**src/rtl/pad_attr_pkg.sv**
```systemverilog
// Shared types for the pad-attribute configuration controller: attribute width,
// pad implementation types and the controller state encoding.
package pad_attr_pkg;

    localparam int unsigned AttrDw = 32;

    // Value 2 is the generic pad used by most of the pad ring.
    typedef enum logic [2:0] {
        PadTypeBidirStd = 3'd0,
        PadTypeBidirOd  = 3'd1,
        PadTypeGeneric  = 3'd2,
        PadTypeAnalog   = 3'd3,
        PadTypeInvalid  = 3'd7
    } pad_type_e;

    typedef enum logic [1:0] {
        IDLE,
        APPLY,
        SETTLE,
        RESP
    } cfg_state_e;

    typedef logic [AttrDw-1:0] pad_attr_t;

endpackage

```
**src/rtl/pad_attr_cfg_ctrl_if.sv**
```systemverilog
// Requester-side write/response bus of the pad-attribute controller; fields are
// packed per requester.
interface pad_attr_cfg_ctrl_if #(
    parameter int unsigned NumReq = 2,
    parameter int unsigned IdxW   = 3,
    parameter int unsigned AttrDw = 32
);
    logic [NumReq-1:0]        req_valid_i;
    logic [NumReq-1:0]        req_ready_o;
    logic [NumReq*IdxW-1:0]   req_pad_idx_i;
    logic [NumReq*AttrDw-1:0] req_attr_i;
    logic [NumReq-1:0]        rsp_valid_o;
    logic [AttrDw-1:0]        rsp_attr_o;
    logic                     rsp_err_o;

    modport master (
        output req_valid_i, req_pad_idx_i, req_attr_i,
        input  req_ready_o, rsp_valid_o, rsp_attr_o, rsp_err_o
    );

    modport slave (
        input  req_valid_i, req_pad_idx_i, req_attr_i,
        output req_ready_o, rsp_valid_o, rsp_attr_o, rsp_err_o
    );
endinterface

```
**src/rtl/pad_attr_rr_arb.sv**
```systemverilog
// Round-robin arbiter: grants the first requester at or after the pointer,
// wrapping; the pointer moves past the winner when advance_i is pulsed.
module pad_attr_rr_arb #(
    parameter int unsigned NumReq = 2,
    parameter int unsigned ReqW   = (NumReq > 1) ? $clog2(NumReq) : 1
) (
    input  logic              clk_i,
    input  logic              rst_i,
    input  logic [NumReq-1:0] req_i,
    input  logic              enable_i,
    input  logic              advance_i,
    output logic [NumReq-1:0] gnt_o,
    output logic [ReqW-1:0]   gnt_idx_o,
    output logic              gnt_valid_o
);
    logic [ReqW-1:0] ptr_reg;
    logic [ReqW-1:0] ptr_next;
    logic [ReqW-1:0] cand_idx [NumReq];

    // cand_idx[k] is the requester checked k-th, starting from the pointer.
    for (genvar gi = 0; gi < NumReq; gi++) begin : gen_cand
        assign cand_idx[gi] = ReqW'((32'(ptr_reg) + 32'(gi)) % NumReq);
        assign gnt_o[gi]    = enable_i && gnt_valid_o && (gnt_idx_o == ReqW'(gi));
    end

    always_comb begin
        gnt_valid_o = 1'b0;
        gnt_idx_o   = '0;
        for (int unsigned k = 0; k < NumReq; k++) begin
            if (!gnt_valid_o && req_i[cand_idx[k]]) begin
                gnt_valid_o = 1'b1;
                gnt_idx_o   = cand_idx[k];
            end
        end
    end

    assign ptr_next = ReqW'((32'(gnt_idx_o) + 32'd1) % NumReq);

    always_ff @(posedge clk_i) begin
        if (rst_i) begin
            ptr_reg <= '0;
        end else if (advance_i) begin
            ptr_reg <= ptr_next;
        end
    end

endmodule

```
**src/rtl/pad_attr_cfg_ctrl.sv**
```systemverilog
// Serialises masked pad-attribute writes from several requesters onto a bank
// of pad registers: accept, apply, settle, then respond with the applied value.
module pad_attr_cfg_ctrl #(
    parameter int unsigned              NumPads      = 8,
    parameter int unsigned              NumReq       = 2,
    parameter int unsigned              AttrDw       = pad_attr_pkg::AttrDw,
    parameter pad_attr_pkg::pad_type_e  PadType      = pad_attr_pkg::PadTypeGeneric,
    parameter int unsigned              SettleCycles = 4,
    parameter logic [AttrDw-1:0]        ResetAttr    = '0,
    parameter int unsigned              IdxW         = (NumPads > 1) ? $clog2(NumPads) : 1
) (
    input  logic                      clk_i,
    input  logic                      rst_i,
    pad_attr_cfg_ctrl_if.slave        bus,
    input  logic [AttrDw-1:0]         warl_mask_i,
    output logic [NumPads*AttrDw-1:0] attr_o,
    output logic [NumPads-1:0]        attr_update_o,
    output logic                      busy_o
);
    import pad_attr_pkg::*;

    localparam int unsigned ReqW = (NumReq > 1) ? $clog2(NumReq) : 1;
    // An unsupported configuration simply never accepts a write.
    localparam bit CfgOk = (NumReq >= 1) && (NumReq <= 4) &&
                           (SettleCycles >= 1) && (SettleCycles <= 255) &&
                           (PadType != PadTypeInvalid);

    cfg_state_e        state_reg, state_next;
    logic [7:0]        cnt_reg, cnt_next;
    logic [ReqW-1:0]   owner_reg;
    logic [IdxW-1:0]   idx_reg;
    logic [AttrDw-1:0] req_attr_reg;
    logic [AttrDw-1:0] masked_reg;
    logic              err_reg;
    logic [AttrDw-1:0] rsp_attr_reg;
    logic              rsp_err_reg;

    logic [IdxW-1:0]   req_idx_arr  [NumReq];
    logic [AttrDw-1:0] req_attr_arr [NumReq];
    logic [ReqW-1:0]   gnt_idx;
    logic              gnt_valid;
    logic              arb_enable;
    logic              accept;
    logic              in_range;
    logic              resp_enter;

    for (genvar gi = 0; gi < NumReq; gi++) begin : gen_req
        assign req_idx_arr[gi]     = bus.req_pad_idx_i[gi*IdxW +: IdxW];
        assign req_attr_arr[gi]    = bus.req_attr_i[gi*AttrDw +: AttrDw];
        assign bus.rsp_valid_o[gi] = (state_reg == RESP) && (owner_reg == ReqW'(gi));
    end

    assign arb_enable = (state_reg == IDLE) && !rst_i && CfgOk;
    assign accept     = arb_enable && gnt_valid;
    assign in_range   = 32'(idx_reg) < NumPads;
    assign resp_enter = (state_reg == SETTLE) && (cnt_reg == 8'd0);

    pad_attr_rr_arb #(
        .NumReq (NumReq),
        .ReqW   (ReqW)
    ) u_arb (
        .clk_i       (clk_i),
        .rst_i       (rst_i),
        .req_i       (bus.req_valid_i),
        .enable_i    (arb_enable),
        .advance_i   (accept),
        .gnt_o       (bus.req_ready_o),
        .gnt_idx_o   (gnt_idx),
        .gnt_valid_o (gnt_valid)
    );

    always_comb begin
        state_next = state_reg;
        cnt_next   = cnt_reg;
        case (state_reg)
            IDLE: begin
                if (accept) state_next = APPLY;
            end
            APPLY: begin
                state_next = SETTLE;
                cnt_next   = 8'(SettleCycles - 1);
            end
            SETTLE: begin
                if (cnt_reg == 8'd0) state_next = RESP;
                else                 cnt_next   = cnt_reg - 8'd1;
            end
            RESP: begin
                state_next = IDLE;
            end
            default: state_next = IDLE;
        endcase
    end

    always_ff @(posedge clk_i) begin
        if (rst_i) begin
            state_reg <= IDLE;
            cnt_reg   <= '0;
        end else begin
            state_reg <= state_next;
            cnt_reg   <= cnt_next;
        end
    end

    // The mask is sampled only during APPLY; later mask changes never re-mask.
    always_ff @(posedge clk_i) begin
        if (rst_i) begin
            owner_reg    <= '0;
            idx_reg      <= '0;
            req_attr_reg <= '0;
            masked_reg   <= '0;
            err_reg      <= 1'b0;
            rsp_attr_reg <= '0;
            rsp_err_reg  <= 1'b0;
        end else begin
            if (accept) begin
                owner_reg    <= gnt_idx;
                idx_reg      <= req_idx_arr[gnt_idx];
                req_attr_reg <= req_attr_arr[gnt_idx];
            end
            if (state_reg == APPLY) begin
                masked_reg <= in_range ? (req_attr_reg & warl_mask_i) : '0;
                err_reg    <= !in_range;
            end
            if (resp_enter) begin
                rsp_attr_reg <= masked_reg;
                rsp_err_reg  <= err_reg;
            end
        end
    end

    for (genvar gi = 0; gi < NumPads; gi++) begin : gen_pad
        logic [AttrDw-1:0] attr_reg;
        logic              upd_reg;
        logic              hit;

        assign hit = (state_reg == APPLY) && in_range && (idx_reg == IdxW'(gi));

        always_ff @(posedge clk_i) begin
            if (rst_i) begin
                attr_reg <= ResetAttr;
                upd_reg  <= 1'b0;
            end else begin
                upd_reg <= hit;
                if (hit) attr_reg <= req_attr_reg & warl_mask_i;
            end
        end

        assign attr_o[gi*AttrDw +: AttrDw] = attr_reg;
        assign attr_update_o[gi]           = upd_reg;
    end

    assign bus.rsp_attr_o = rsp_attr_reg;
    assign bus.rsp_err_o  = rsp_err_reg;
    assign busy_o         = (state_reg != IDLE);

endmodule

```
**src/flat_wrapper.sv**
```systemverilog
// flat-port wrapper written by rule: the top's interface ports become plain ports
module pad_attr_cfg_ctrl_flat import pad_attr_pkg::*;
#(
    parameter int unsigned              NumPads      = 8,
    parameter int unsigned              NumReq       = 2,
    parameter int unsigned              AttrDw       = pad_attr_pkg::AttrDw,
    parameter pad_attr_pkg::pad_type_e  PadType      = pad_attr_pkg::PadTypeGeneric,
    parameter int unsigned              SettleCycles = 4,
    parameter logic [AttrDw-1:0]        ResetAttr    = '0,
    parameter int unsigned              IdxW         = (NumPads > 1) ? $clog2(NumPads) : 1
)
  (clk_i, rst_i, warl_mask_i, attr_o, attr_update_o, busy_o, bus_req_valid_i, bus_req_pad_idx_i, bus_req_attr_i, bus_req_ready_o, bus_rsp_valid_o, bus_rsp_attr_o, bus_rsp_err_o);
  pad_attr_cfg_ctrl_if #(.NumReq(NumReq), .IdxW(IdxW), .AttrDw(AttrDw)) bus_i ();
  input  logic clk_i;
  input  logic rst_i;
  input  logic [AttrDw-1:0] warl_mask_i;
  output logic [NumPads*AttrDw-1:0] attr_o;
  output logic [NumPads-1:0] attr_update_o;
  output logic busy_o;
  input wire logic [$bits(bus_i.req_valid_i)-1:0] bus_req_valid_i;
  input wire logic [$bits(bus_i.req_pad_idx_i)-1:0] bus_req_pad_idx_i;
  input wire logic [$bits(bus_i.req_attr_i)-1:0] bus_req_attr_i;
  output wire logic [$bits(bus_i.req_ready_o)-1:0] bus_req_ready_o;
  output wire logic [$bits(bus_i.rsp_valid_o)-1:0] bus_rsp_valid_o;
  output wire logic [$bits(bus_i.rsp_attr_o)-1:0] bus_rsp_attr_o;
  output wire logic [$bits(bus_i.rsp_err_o)-1:0] bus_rsp_err_o;
  assign bus_i.req_valid_i = bus_req_valid_i;
  assign bus_i.req_pad_idx_i = bus_req_pad_idx_i;
  assign bus_i.req_attr_i = bus_req_attr_i;
  assign bus_req_ready_o = bus_i.req_ready_o;
  assign bus_rsp_valid_o = bus_i.rsp_valid_o;
  assign bus_rsp_attr_o = bus_i.rsp_attr_o;
  assign bus_rsp_err_o = bus_i.rsp_err_o;
  pad_attr_cfg_ctrl #(.NumPads(NumPads), .NumReq(NumReq), .AttrDw(AttrDw), .PadType(PadType), .SettleCycles(SettleCycles), .ResetAttr(ResetAttr), .IdxW(IdxW)) u_core (.clk_i(clk_i), .rst_i(rst_i), .bus(bus_i), .warl_mask_i(warl_mask_i), .attr_o(attr_o), .attr_update_o(attr_update_o), .busy_o(busy_o));
endmodule
```
**config.mk**
```make
export PLATFORM = sky130hd
export DESIGN_NAME = pad_attr_cfg_ctrl_flat
export DESIGN_NICKNAME = d
export VERILOG_FILES = /design/src/rtl/pad_attr_pkg.sv /design/src/rtl/pad_attr_cfg_ctrl_if.sv /design/src/rtl/pad_attr_rr_arb.sv /design/src/rtl/pad_attr_cfg_ctrl.sv /design/src/flat_wrapper.sv
export SDC_FILE = /design/constraint.sdc
export NUM_CORES = 1
export LEC_CHECK = 0
export ABC_AREA = 1
export BUFFER_PORTS_ARGS = -buffer_cell sky130_fd_sc_hd__buf_2
export CORE_ASPECT_RATIO = 0.6
export CORE_MARGIN = 4
export CORE_UTILIZATION = 40
export DETAILED_ROUTE_END_ITERATION = 6
export HOLD_SLACK_MARGIN = 0.02
export PLACE_DENSITY = 0.65
export SYNTH_ARGS = -nofsm -noshare
export SYNTH_HDL_FRONTEND = slang
export SYNTH_SLANG_ARGS = --single-unit
```
**constraint.sdc**
```tcl
create_clock -name clk_i -period 2.9 [get_ports clk_i]
set_input_delay 0.29 -clock clk_i [delete_from_list [all_inputs] [get_ports clk_i]]
set_output_delay 0.29 -clock clk_i [all_outputs]
set_load 0.01 [all_outputs]
```
==> results of run 1 <==
[final timing paths]
path | to | slack (ns)
setup / recovery | u_core.req_attr_reg[11] | 0.40
hold / removal | u_core.req_attr_reg[12] | 0.04
setup reg to reg | u_core.req_attr_reg[11] | 0.40
hold reg to reg | u_core.bus.rsp_attr_o[13] | 0.48
[power groups by stage]
stage,registers (mW),logic (mW),clock network [mW]
floorplan,6.52,1.70,0
global placement,6.38,2.95,0
detailed placement,6.39,3.03,0
CTS,6.29,3.05,4.91
global route,6.37,3.38,5.14
finish,6.30,3.05,4.83
[timing repair]
item / in CTS / in global routing
hold endpoints to repair: 11 / 0
hold buffers: 12 / 0
setup endpoints to repair: 0 / 0
gates resized for setup: 0 / 0
[worst max-delay path, delay by kind of cell (launching register included)]
kind            cells  cell delay (ns)
flops               1             0.33
buf+inv             3             1.09
fa+ha+maj           1             0.26
simple gates        3             0.59
compound gates      1             0.16
[area by class of cell]
class                   count  area [sq um]  area share [%]
inverters                  28           110           0.676
diodes                      1          2.50          0.0154
well taps                 416           520            3.20
flip-flops and latches    375          7510            46.1
repair buffers            434          2320            14.3
clock buffers              53          1070            6.55
multi-input cells         942          4600            28.3
clock inverters            11           149           0.914
[synthesized netlist by cell type, drive strengths merged]
library cell	number	area share [%]
a21oi	296	12
a31o	1	0.068
a31oi	35	1.7
buf	75	3.4
clkbuf	45	1.3
conb	1	0.029
dfxtp	375	59
ha	7	0.68
inv	28	0.82
nand2	167	5.0
nand3	7	0.27
nand3b	1	0.059
nand4	1	0.049
nor2	91	2.9
nor3	8	0.58
nor4	1	0.049
o21ai	323	13
o21bai	2	0.20
or2	1	0.049
[cells by family (layout without fill, tap and decap cells)]
logic type                 Yosys count  in the layout
AOI/OAI and AO/OA                  657            657
DFF                                375            375
and+or+nand+nor                    277            277
buffers and inverters              148            526
adders and majority gates            7              7
other                                1              2
[routing by layer]
layer  up-vias  global-route usage, %  part of all wire [%]
met3        60                   6.53                   8.9
met2       517                   38.7                    44
met1      5794                   35.7                    45
li1       5745                      -                     -
met4         2                   4.87                   1.7
met5         -                      0                 0.017
==> results.py, run 1 <==
metrics = {
    "synthesis": {
        "synth_top_family_by_area": "compound AO/OA/AOI/OAI gates",
        "yosys_warnings": 0,
        "syn_area_per_cell_sq_um": 8.75,
        "synth_compound_area_share_pct": 26.2,
        "yosys.area_share.simple_pct": 8.94,
        "synth_cells": 1465,
        "syn_nets": 1578,
        "ys_seq_area_share_pct": 58.6,
        "synthMuxAreaShare_pct": 0,
        "synth-xor-area-share_pct": 0,
        "synth-adder-area-share_pct": 0.683,
        "ys_ff_latch": 375,
        "syn_area_sq_um": 12800,
        "synth_cell_type_count": 31,
    },
    "min_path": {
        "min_path_cells": 3,
        "hold_path_class": "in2reg",
        "holdCritStartpoint": "bus_req_attr_i[12]",
    },
    "clocking": {
        "clkTransAtPathRegs_ns": 0.06,
        "post_cts_buffers": 0,
        "cts_tree": "done",
        "cts-root-buf": "clkbuf_16",
        "h-tree-depth": 2,
        "cts-buffers-inserted": 36,
        "clkLatencyLatePin_ns": 0.52,
        "clk_path_buf_depth": 3,
        "cts_sinks": 375,
    },
    "place": {
        "dpl.hpwl_mm": 31.0,
        "preCtsSetupSlack_ns": 0.803,
        "place.gp.congestion": 0.857,
        "dp.cells": 2183,
        "numPortBuffers": 406,
        "place_area_sq_um": 14900,
    },
    "routing": {
        "ant_nets": 0,
        "via_per_inst": 5.36,
        "drtIter0Drc": 1223,
        "wl_per_cell_um": 20.5,
        "route.detailed.drc": 2,
        "vias": 12100,
        "wl_mm": 46.4,
        "drt_pre_antenna_iters": 7,
    },
    "floorplan": {
        "pin_count": 408,
        "core_sq_um": 31400,
        "start_util_pct": 40.8,
        "rows": 50,
        "chipHeight_um": 147,
        "die_area_sq_um": 35100,
        "die_w_um": 239,
    },
    "outcome": {
        "failed_checks": "design-rule violations",
        "outcome": "complete, but fails checks",
    },
    "worst_setup_path": {
        "critPathMaxStageDelay_ns": 0.56,
        "crit_fanout": 27,
        "critPathCaptureType": "flip-flop",
        "r2r_cells": 8,
        "reg2reg_from": "u_core.state_reg[0]",
        "cp-startpoint": "u_core.state_reg[0]",
        "path_cells": "inv_1 > ha_1 > nand2_2 > nor3_4 > buf_4 > nand2_1 > a31oi_1 > dlygate4sd3_1",
        "cp-start-kind": "flip-flop",
        "critPathKind": "reg2reg",
        "crit_slowest_cell": "dlygate4sd3_1",
        "cp.arrival_ns": 2.96,
        "worstPathRequired_ns": 3.36,
    },
    "cells_and_area": {
        "layout_commonest_cell": "buf_2",
        "num-nets-final": 1930,
        "largest_reg_flops": 256,
        "design_area_sq_um": 16300,
        "stdcell_count": 2260,
        "fillerInstances": 2944,
        "drive_gt1_share_pct": 27.2,
        "post-route-util_pct": 51.8,
        "area_growth_pct": 27.0,
        "final_cell_mix": "buf_2, dfxtp_1, a21oi_1",
    },
    "pwr": {
        "ir_drop_uv": 365,
        "p_per_area_nw_per_um2": 871,
        "finalPower_mw": 14.2,
        "clockPowerShare_pct": 34.1,
        "power.switching_mw": 4.48,
        "pwr-share-comb_pct": 21.5,
        "switching_share_pct": 31.6,
        "power_leakage_nw": 7.52,
        "p_seq_share_pct": 44.4,
        "p_int_mw": 9.70,
    },
    "sta": {
        "finalMaxSlewViolations": 0,
        "hold_violations": 0,
        "setup_violations": 0,
        "fmax_mhz": 400,
        "fin_crit_sh_pct": 86.1,
        "hold-worst-slack_ns": 0.0417,
        "tns_ns": 0,
        "slew_headroom_pct": 28.5,
        "layout_setup_ws_ns": 0.403,
        "rsz0062_at_grt": "no",
        "worstMarginPinSlew_ns": 1.07,
        "clock_skew_ns": 0.0241,
        "fin_crit_ns": 2.50,
    },
    "global_route": {
        "grt_overflow": 0,
        "antenna_found_initial": 1,
        "grt_max_degree": 178,
        "track_usage_pct": 25.0,
        "grt_pass1_wl_mm": 67.9,
        "grt_pass1_vias": 11000,
    },
    "flow_run": {
        "maxCapViolations": 0,
    },
}
Power figures use the tool's default switching activity.
==> run 2, diff against run 1 <==
CORE_UTILIZATION = 47   (was 40)
PLACE_DENSITY = 0.75   (was 0.65)
REMOVE_ABC_BUFFERS = 1   (was default)
==> run 2 against run 1 <==
The flow finishes with violations (max-slew violations). Setup slack lost 0.017 ns. Final cell count down 2.8%. Clock power decreased by 4.6%. Power is 1.5% lower. Die area down 14%. Non-clock buffer count increased by 1. Sequential power is essentially flat. Critical path type is now reg2out. Largest power group unchanged.
==> results.py, run 2 (synthesis results as in run 1) <==
metrics = {
    "sta": {
        "layout_setup_ws_ns": 0.386,
        "fmax_mhz": 398,
        "slew_headroom_pct": -2.52,
        "fin_crit_sh_pct": 86.7,
        "fin_crit_ns": 2.51,
        "hold_violations": 0,
        "rsz0062_at_grt": "no",
        "setup_violations": 0,
        "worstMarginPinSlew_ns": 1.54,
        "tns_ns": 0,
        "clock_skew_ns": 0.0202,
        "finalMaxSlewViolations": 83,
    },
    "worst_setup_path": {
        "critPathCaptureType": "output port",
        "cp-start-kind": "flip-flop",
        "cp_num_cells": 7,
        "crit_slowest_cell": "dfxtp_1",
        "cp.arrival_ns": 2.22,
        "path_buf_inv": 3,
        "crit_family": "buffers and inverters",
        "r2r_cells": 8,
        "critPathKind": "reg2out",
        "worstPathRequired_ns": 2.61,
        "path_cells": "inv_1 > ha_1 > nand2_2 > o21bai_4 > nor2_4 > buf_12 > buf_2",
        "critPathMaxStageDelay_ns": 0.34,
        "crit_fanout": 29,
    },
    "pwr": {
        "ir_drop_uv": 414,
        "p_per_area_nw_per_um2": 866,
        "switching_share_pct": 31.5,
        "pwr-share-comb_pct": 22.0,
        "p_int_mw": 9.57,
        "power.switching_mw": 4.40,
        "p_seq_share_pct": 45.1,
        "clockPowerShare_pct": 33.0,
        "power_leakage_nw": 7.49,
    },
    "place": {
        "preCtsSetupSlack_ns": 0.810,
        "dp.cells": 2134,
        "place.gp.congestion": 0.828,
        "dpl.hpwl_mm": 28.0,
        "numPortBuffers": 406,
    },
    "routing": {
        "route.detailed.drc": 0,
        "top_layer": "met4",
        "vias": 12300,
        "via_per_inst": 5.58,
        "wl_mm": 43.0,
        "drtIter0Drc": 1368,
        "wl_met3_mm": 4.57,
        "drt_pre_antenna_iters": 5,
        "ant_nets": 0,
        "dr_wl_met2_mm": 18.9,
        "wl_per_cell_um": 19.6,
        "wl_met1_mm": 18.5,
    },
    "min_path": {
        "min_path_cells": 3,
        "hold_path_class": "in2reg",
    },
    "floorplan": {
        "die_w_um": 221,
        "core_sq_um": 26600,
        "die_area_sq_um": 30100,
        "rows": 46,
        "pin_count": 408,
        "start_util_pct": 48.1,
        "chipHeight_um": 136,
    },
    "flow_run": {
        "maxCapViolations": 0,
    },
    "cells_and_area": {
        "fillerInstances": 2249,
        "layout_commonest_cell": "buf_2",
        "final_cell_mix": "buf_2, dfxtp_1, a21oi_1",
        "stdcell_count": 2196,
        "num-nets-final": 1929,
        "largest_reg_flops": 256,
        "n_antenna_cell": 0,
        "area_growth_pct": 25.9,
        "drive_gt1_share_pct": 27.5,
    },
    "clocking": {
        "cts-root-buf": "clkbuf_16",
        "clk_path_buf_depth": 3,
        "clkLatencyLatePin_ns": 0.51,
        "cts-buffers-inserted": 34,
        "h-tree-depth": 2,
        "cts_sinks": 375,
        "cts_tree": "done",
        "clkTransAtPathRegs_ns": 0.07,
        "post_cts_buffers": 0,
    },
    "global_route": {
        "grt_pass1_wl_mm": 65.3,
        "antenna_found_initial": 0,
        "grt_overflow": 0,
        "grt_pass1_vias": 11600,
        "track_usage_pct": 27.0,
        "grt_max_degree": 325,
    },
    "outcome": {
        "outcome": "complete, but fails checks",
        "failed_checks": "max-slew violations",
    },
}
[run 2: changes by cell type in the layout (fill, tap and decap cells not counted), sizes merged]
cell	before	now
diode	1	0
inv	28	30
bufinv	3	4
clkinv	5	3
dlygate4sd3	12	6
clkbuf	53	45
clkinvlp	3	2
buf	422	429
[run 2: timing repair]
| action | CTS | global route |
|---|---|---|
| hold buffers | 6 | 0 |
| endpoints found under the hold margin | 5 | 0 |
| resized for setup | 0 | 0 |
[run 2: final cells by class]
type / instances / area (sq um) / area share (%)
Sequential cell: 375 / 7510 / 46.5
Clock buffer: 45 / 953 / 5.91
Inverter: 28 / 110 / 0.682
Multi-Input combinational cell: 942 / 4600 / 28.5
Clock inverter: 11 / 171 / 1.06
Tap cell: 360 / 450 / 2.79
Timing Repair Buffer: 435 / 2340 / 14.5
[run 2: power groups by stage]
stage	Clock (mW)	Sequential (mW)	Combinational, mW
6_report	4.61	6.30	3.07
5_1_grt	4.91	6.38	3.39
4_1_cts	4.69	6.29	3.06
3_5_place_dp	0	6.38	3.03
3_3_place_gp	0	6.37	2.92
2_1_floorplan	0	6.52	1.54
[run 2: worst paths after layout]
check	start	to	slack, ns
setup reg to reg	u_core.state_reg[0]	u_core.req_attr_reg[1]	0.49
setup / recovery	u_core.state_reg[0]	bus_req_ready_o[0]	0.39
hold reg to reg	u_core.u_arb.ptr_reg	u_core.u_arb.ptr_reg	0.48
hold / removal	bus_req_pad_idx_i[2]	u_core.idx_reg[2]	0.05
[run 2: worst reg2reg max path: cells and delay by family (launching register included)]
| kind | cells | cell delay [ns] |
|---|---|---|
| buffers and inverters | 3 | 1.20 |
| DFF | 1 | 0.37 |
| AOI/OAI and AO/OA | 2 | 0.31 |
| adders and majority gates | 1 | 0.26 |
| and+or+nand+nor | 2 | 0.22 |
[run 2: through the flow]
step | utilization, % | power, mW | hold slack, ns | cell area (sq um)
finish | 60.6 | 14.0 | 0.0481 | 16100
floorplan | - | 8.06 | 0.359 | 12200
detailed placement | 56.1 | 9.41 | 0.463 | 15000
global placement | 56.1 | 9.28 | 0.457 | 15000
global route | 60.6 | 14.7 | 0.0241 | 16100
CTS | 60.6 | 14.0 | 0.0203 | 16100
[run 2: metal layers]
metal | GRT usage [%] | vias to the layer above
li1 | - | 5750
met1 | 37.4 | 5767
met2 | 41.9 | 664
met5 | 0 | -
met4 | 7.79 | 0
met3 | 7.38 | 77
==> run 3, diff against run 2 <==
ABC_AREA = default   (was 1)
CELL_PAD_IN_SITES_DETAIL_PLACEMENT = 1   (was default)
CELL_PAD_IN_SITES_GLOBAL_PLACEMENT = 2   (was default)
CORE_MARGIN = 2   (was 4)
CORE_UTILIZATION = 31   (was 47)
PLACE_DENSITY = default   (was 0.75)
PLACE_DENSITY_LB_ADDON = 0.1   (was default)
==> run 3 against run 2 <==
The flow now finishes without violations. Largest cell class unchanged. Critical endpoint is now u_core.req_attr_reg[30]. Setup slack lost 0.25 ns. Power decreased by 5.4%. Sequential share of layout area is 5.3 points lower. Hold slack worse by 0.0052 ns. Synthesized cell count rose by 13%.
==> results.py, run 3 <==
metrics = {
    "sta": {
        "worstMarginPinSlew_ns": 1.01,
        "fin_crit_ns": 2.76,
        "rsz0062_at_grt": "no",
        "setup_violations": 0,
        "fmax_mhz": 362,
        "clock_skew_ns": 0.0187,
        "hold_violations": 0,
        "slew_headroom_pct": 32.8,
        "layout_setup_ws_ns": 0.138,
        "hold-worst-slack_ns": 0.0429,
        "fin_crit_sh_pct": 95.3,
        "finalMaxSlewViolations": 0,
    },
    "pwr": {
        "p_seq_share_pct": 41.5,
        "pwr-share-comb_pct": 18.4,
        "finalPower_mw": 13.2,
        "power.switching_mw": 3.81,
        "switching_share_pct": 28.8,
        "power_leakage_nw": 7.42,
        "p_int_mw": 9.41,
        "p_per_area_nw_per_um2": 727,
        "clockPowerShare_pct": 40.1,
        "ir_drop_uv": 320,
    },
    "synthesis": {
        "yosysTopAreaCell": "dfxtp_1",
        "syn_area_per_cell_sq_um": 8.12,
        "synthTopCellsByCount": "nand2_1, dfxtp_1, a21oi_1, clkbuf_1, nor2_1",
        "syn_area_sq_um": 13500,
        "ys_ff_latch": 375,
        "synthArstFlopShare_pct": 0,
        "synth_flop_cell": "dfxtp_1",
        "yosysMostFrequentCell": "nand2_1",
        "synth_edf_count": 0,
        "synth_cell_type_count": 40,
        "yosys_warnings": 0,
        "synth_area_leaders": "dfxtp_1, nand2_1, a21oi_1, clkbuf_1, a222oi_1",
        "synth_cells": 1660,
        "ys_seq_area_share_pct": 55.7,
        "synth_top_area_share_pct": 55.7,
    },
    "routing": {
        "vias": 13000,
        "wl_mm": 56.6,
        "ant_nets": 0,
        "wl_per_cell_um": 21.3,
        "drt_pre_antenna_iters": 6,
        "drtIter0Drc": 1011,
        "route.detailed.drc": 0,
        "via_per_inst": 4.87,
    },
    "floorplan": {
        "die_w_um": 273,
        "rows": 59,
        "pin_count": 408,
        "chipHeight_um": 166,
        "start_util_pct": 31.3,
        "core_sq_um": 43100,
        "die_area_sq_um": 45200,
    },
    "worst_setup_path": {
        "critPathKind": "reg2reg",
        "cp-start-kind": "flip-flop",
        "critPathCaptureType": "flip-flop",
        "worstPathRequired_ns": 3.29,
        "cp.arrival_ns": 3.15,
        "crit_fanout": 20,
    },
    "global_route": {
        "track_usage_pct": 23.8,
        "grt_max_degree": 179,
        "antenna_found_initial": 0,
        "grt_pass1_wl_mm": 81.7,
        "grt_overflow": 0,
        "grt_pass1_vias": 12800,
    },
    "min_path": {
        "hold_path_class": "in2reg",
    },
    "outcome": {
        "outcome": "finished, final reports clean",
    },
    "clocking": {
        "cts_tree": "done",
        "clkLatencyLatePin_ns": 0.54,
        "cts-buffers-inserted": 39,
        "cts-root-buf": "clkbuf_16",
        "cts_sinks": 375,
        "h-tree-depth": 2,
        "clk_path_buf_depth": 3,
        "clkTransAtPathRegs_ns": 0.06,
    },
    "place": {
        "dpl.hpwl_mm": 37.3,
        "preCtsSetupSlack_ns": 0.483,
        "place.gp.congestion": 0.786,
        "numPortBuffers": 406,
    },
    "cells_and_area": {
        "num-nets-final": 2168,
        "layout_commonest_cell": "nand2_1",
        "drive_gt1_share_pct": 25.4,
        "area_growth_pct": 35.0,
        "post-route-util_pct": 42.2,
        "final_cell_mix": "nand2_1, buf_2, dfxtp_1",
        "n_antenna_cell": 0,
        "largest_reg_flops": 256,
    },
    "flow_run": {
        "maxCapViolations": 0,
    },
}
==> run 3: layout make-up <==
type	count	area, sq um
clock buffer	65	1240
clock inverter	6	108
fill	5224	24900
inverter	9	33.8
multi-input combinational	1123	5460
sequential	375	7510
tap	579	724
timing repair buffer	507	3130
==> run 3: worst paths after layout <==
path	startpoint	end	slack, ns	depth (start not counted)
max	u_core.state_reg[1]	u_core.req_attr_reg[30]	0.14	8
min	bus_req_attr_i[11]	u_core.req_attr_reg[11]	0.04	3
max reg2reg	u_core.state_reg[1]	u_core.req_attr_reg[30]	0.14	8
min reg2reg	u_core.masked_reg[10]	u_core.bus.rsp_attr_o[10]	0.45	2
==> run 3: cells by family after synthesis <==
kind of cell	after synthesis	synth area share (%)
AOI/OAI and AO/OA	342	14.3
xor gates and xnor gates	4	0.260
adders and majority gates	7	0.650
buffers and inverters	163	4.85
DFF	375	55.7
muxes	34	2.53
other	1	0.0278
and+or+nand+nor	734	21.6
==> run 3: through the flow <==
stage	cell area [sq um]	instances	TNS, ns
4_1_cts	18200	2663	0
3_5_place_dp	16200	2527	0
6_report	18200	2664	0
3_3_place_gp	16200	2527	0
2_1_floorplan	12900	1506	-155.16
5_1_grt	18200	2664	0
==> run 3: power groups by stage <==
stage | Clock, mW | Combinational, mW | Sequential [mW]
after detailed placement | 0 | 2.17 | 5.60
after floorplan | 0 | 1.12 | 5.56
after CTS | 5.44 | 2.38 | 5.48
final | 5.30 | 2.43 | 5.49
after global routing | 5.66 | 2.62 | 5.51
after global placement | 0 | 2.13 | 5.59
==> run 3: per-layer routing <==
| metal | track usage [%] | up-vias | share of wire [%] |
|---|---|---|---|
| met2 | 39.0 | 306 | 46 |
| met4 | 5.09 | 0 | 1.8 |
| met5 | 0 | - | 0 |
| met3 | 5.02 | 69 | 5.5 |
| met1 | 32.4 | 6388 | 46 |
| li1 | - | 6202 | - |
==> run 3: repair_timing <==
| action | 4_1_cts | 5_1_grt |
|---|---|---|
| hold endpoints to repair | 33 | 0 |
| hold buffers | 65 | 0 |
| buffers inserted | 0 | 0 |
| endpoints found under the setup margin | 0 | 18 |
| resized for setup | 0 | 2 |
==> run 3: critical path, stage by stage (launching register included) <==
cell           delay, ns
dfxtp_1             0.35
inv_1               0.15
ha_2                0.27
nand2b_1            0.17
o21bai_4            0.46
buf_4               0.27
a222oi_1            0.32
dlygate4sd3_1       0.59
nor2_1              0.04
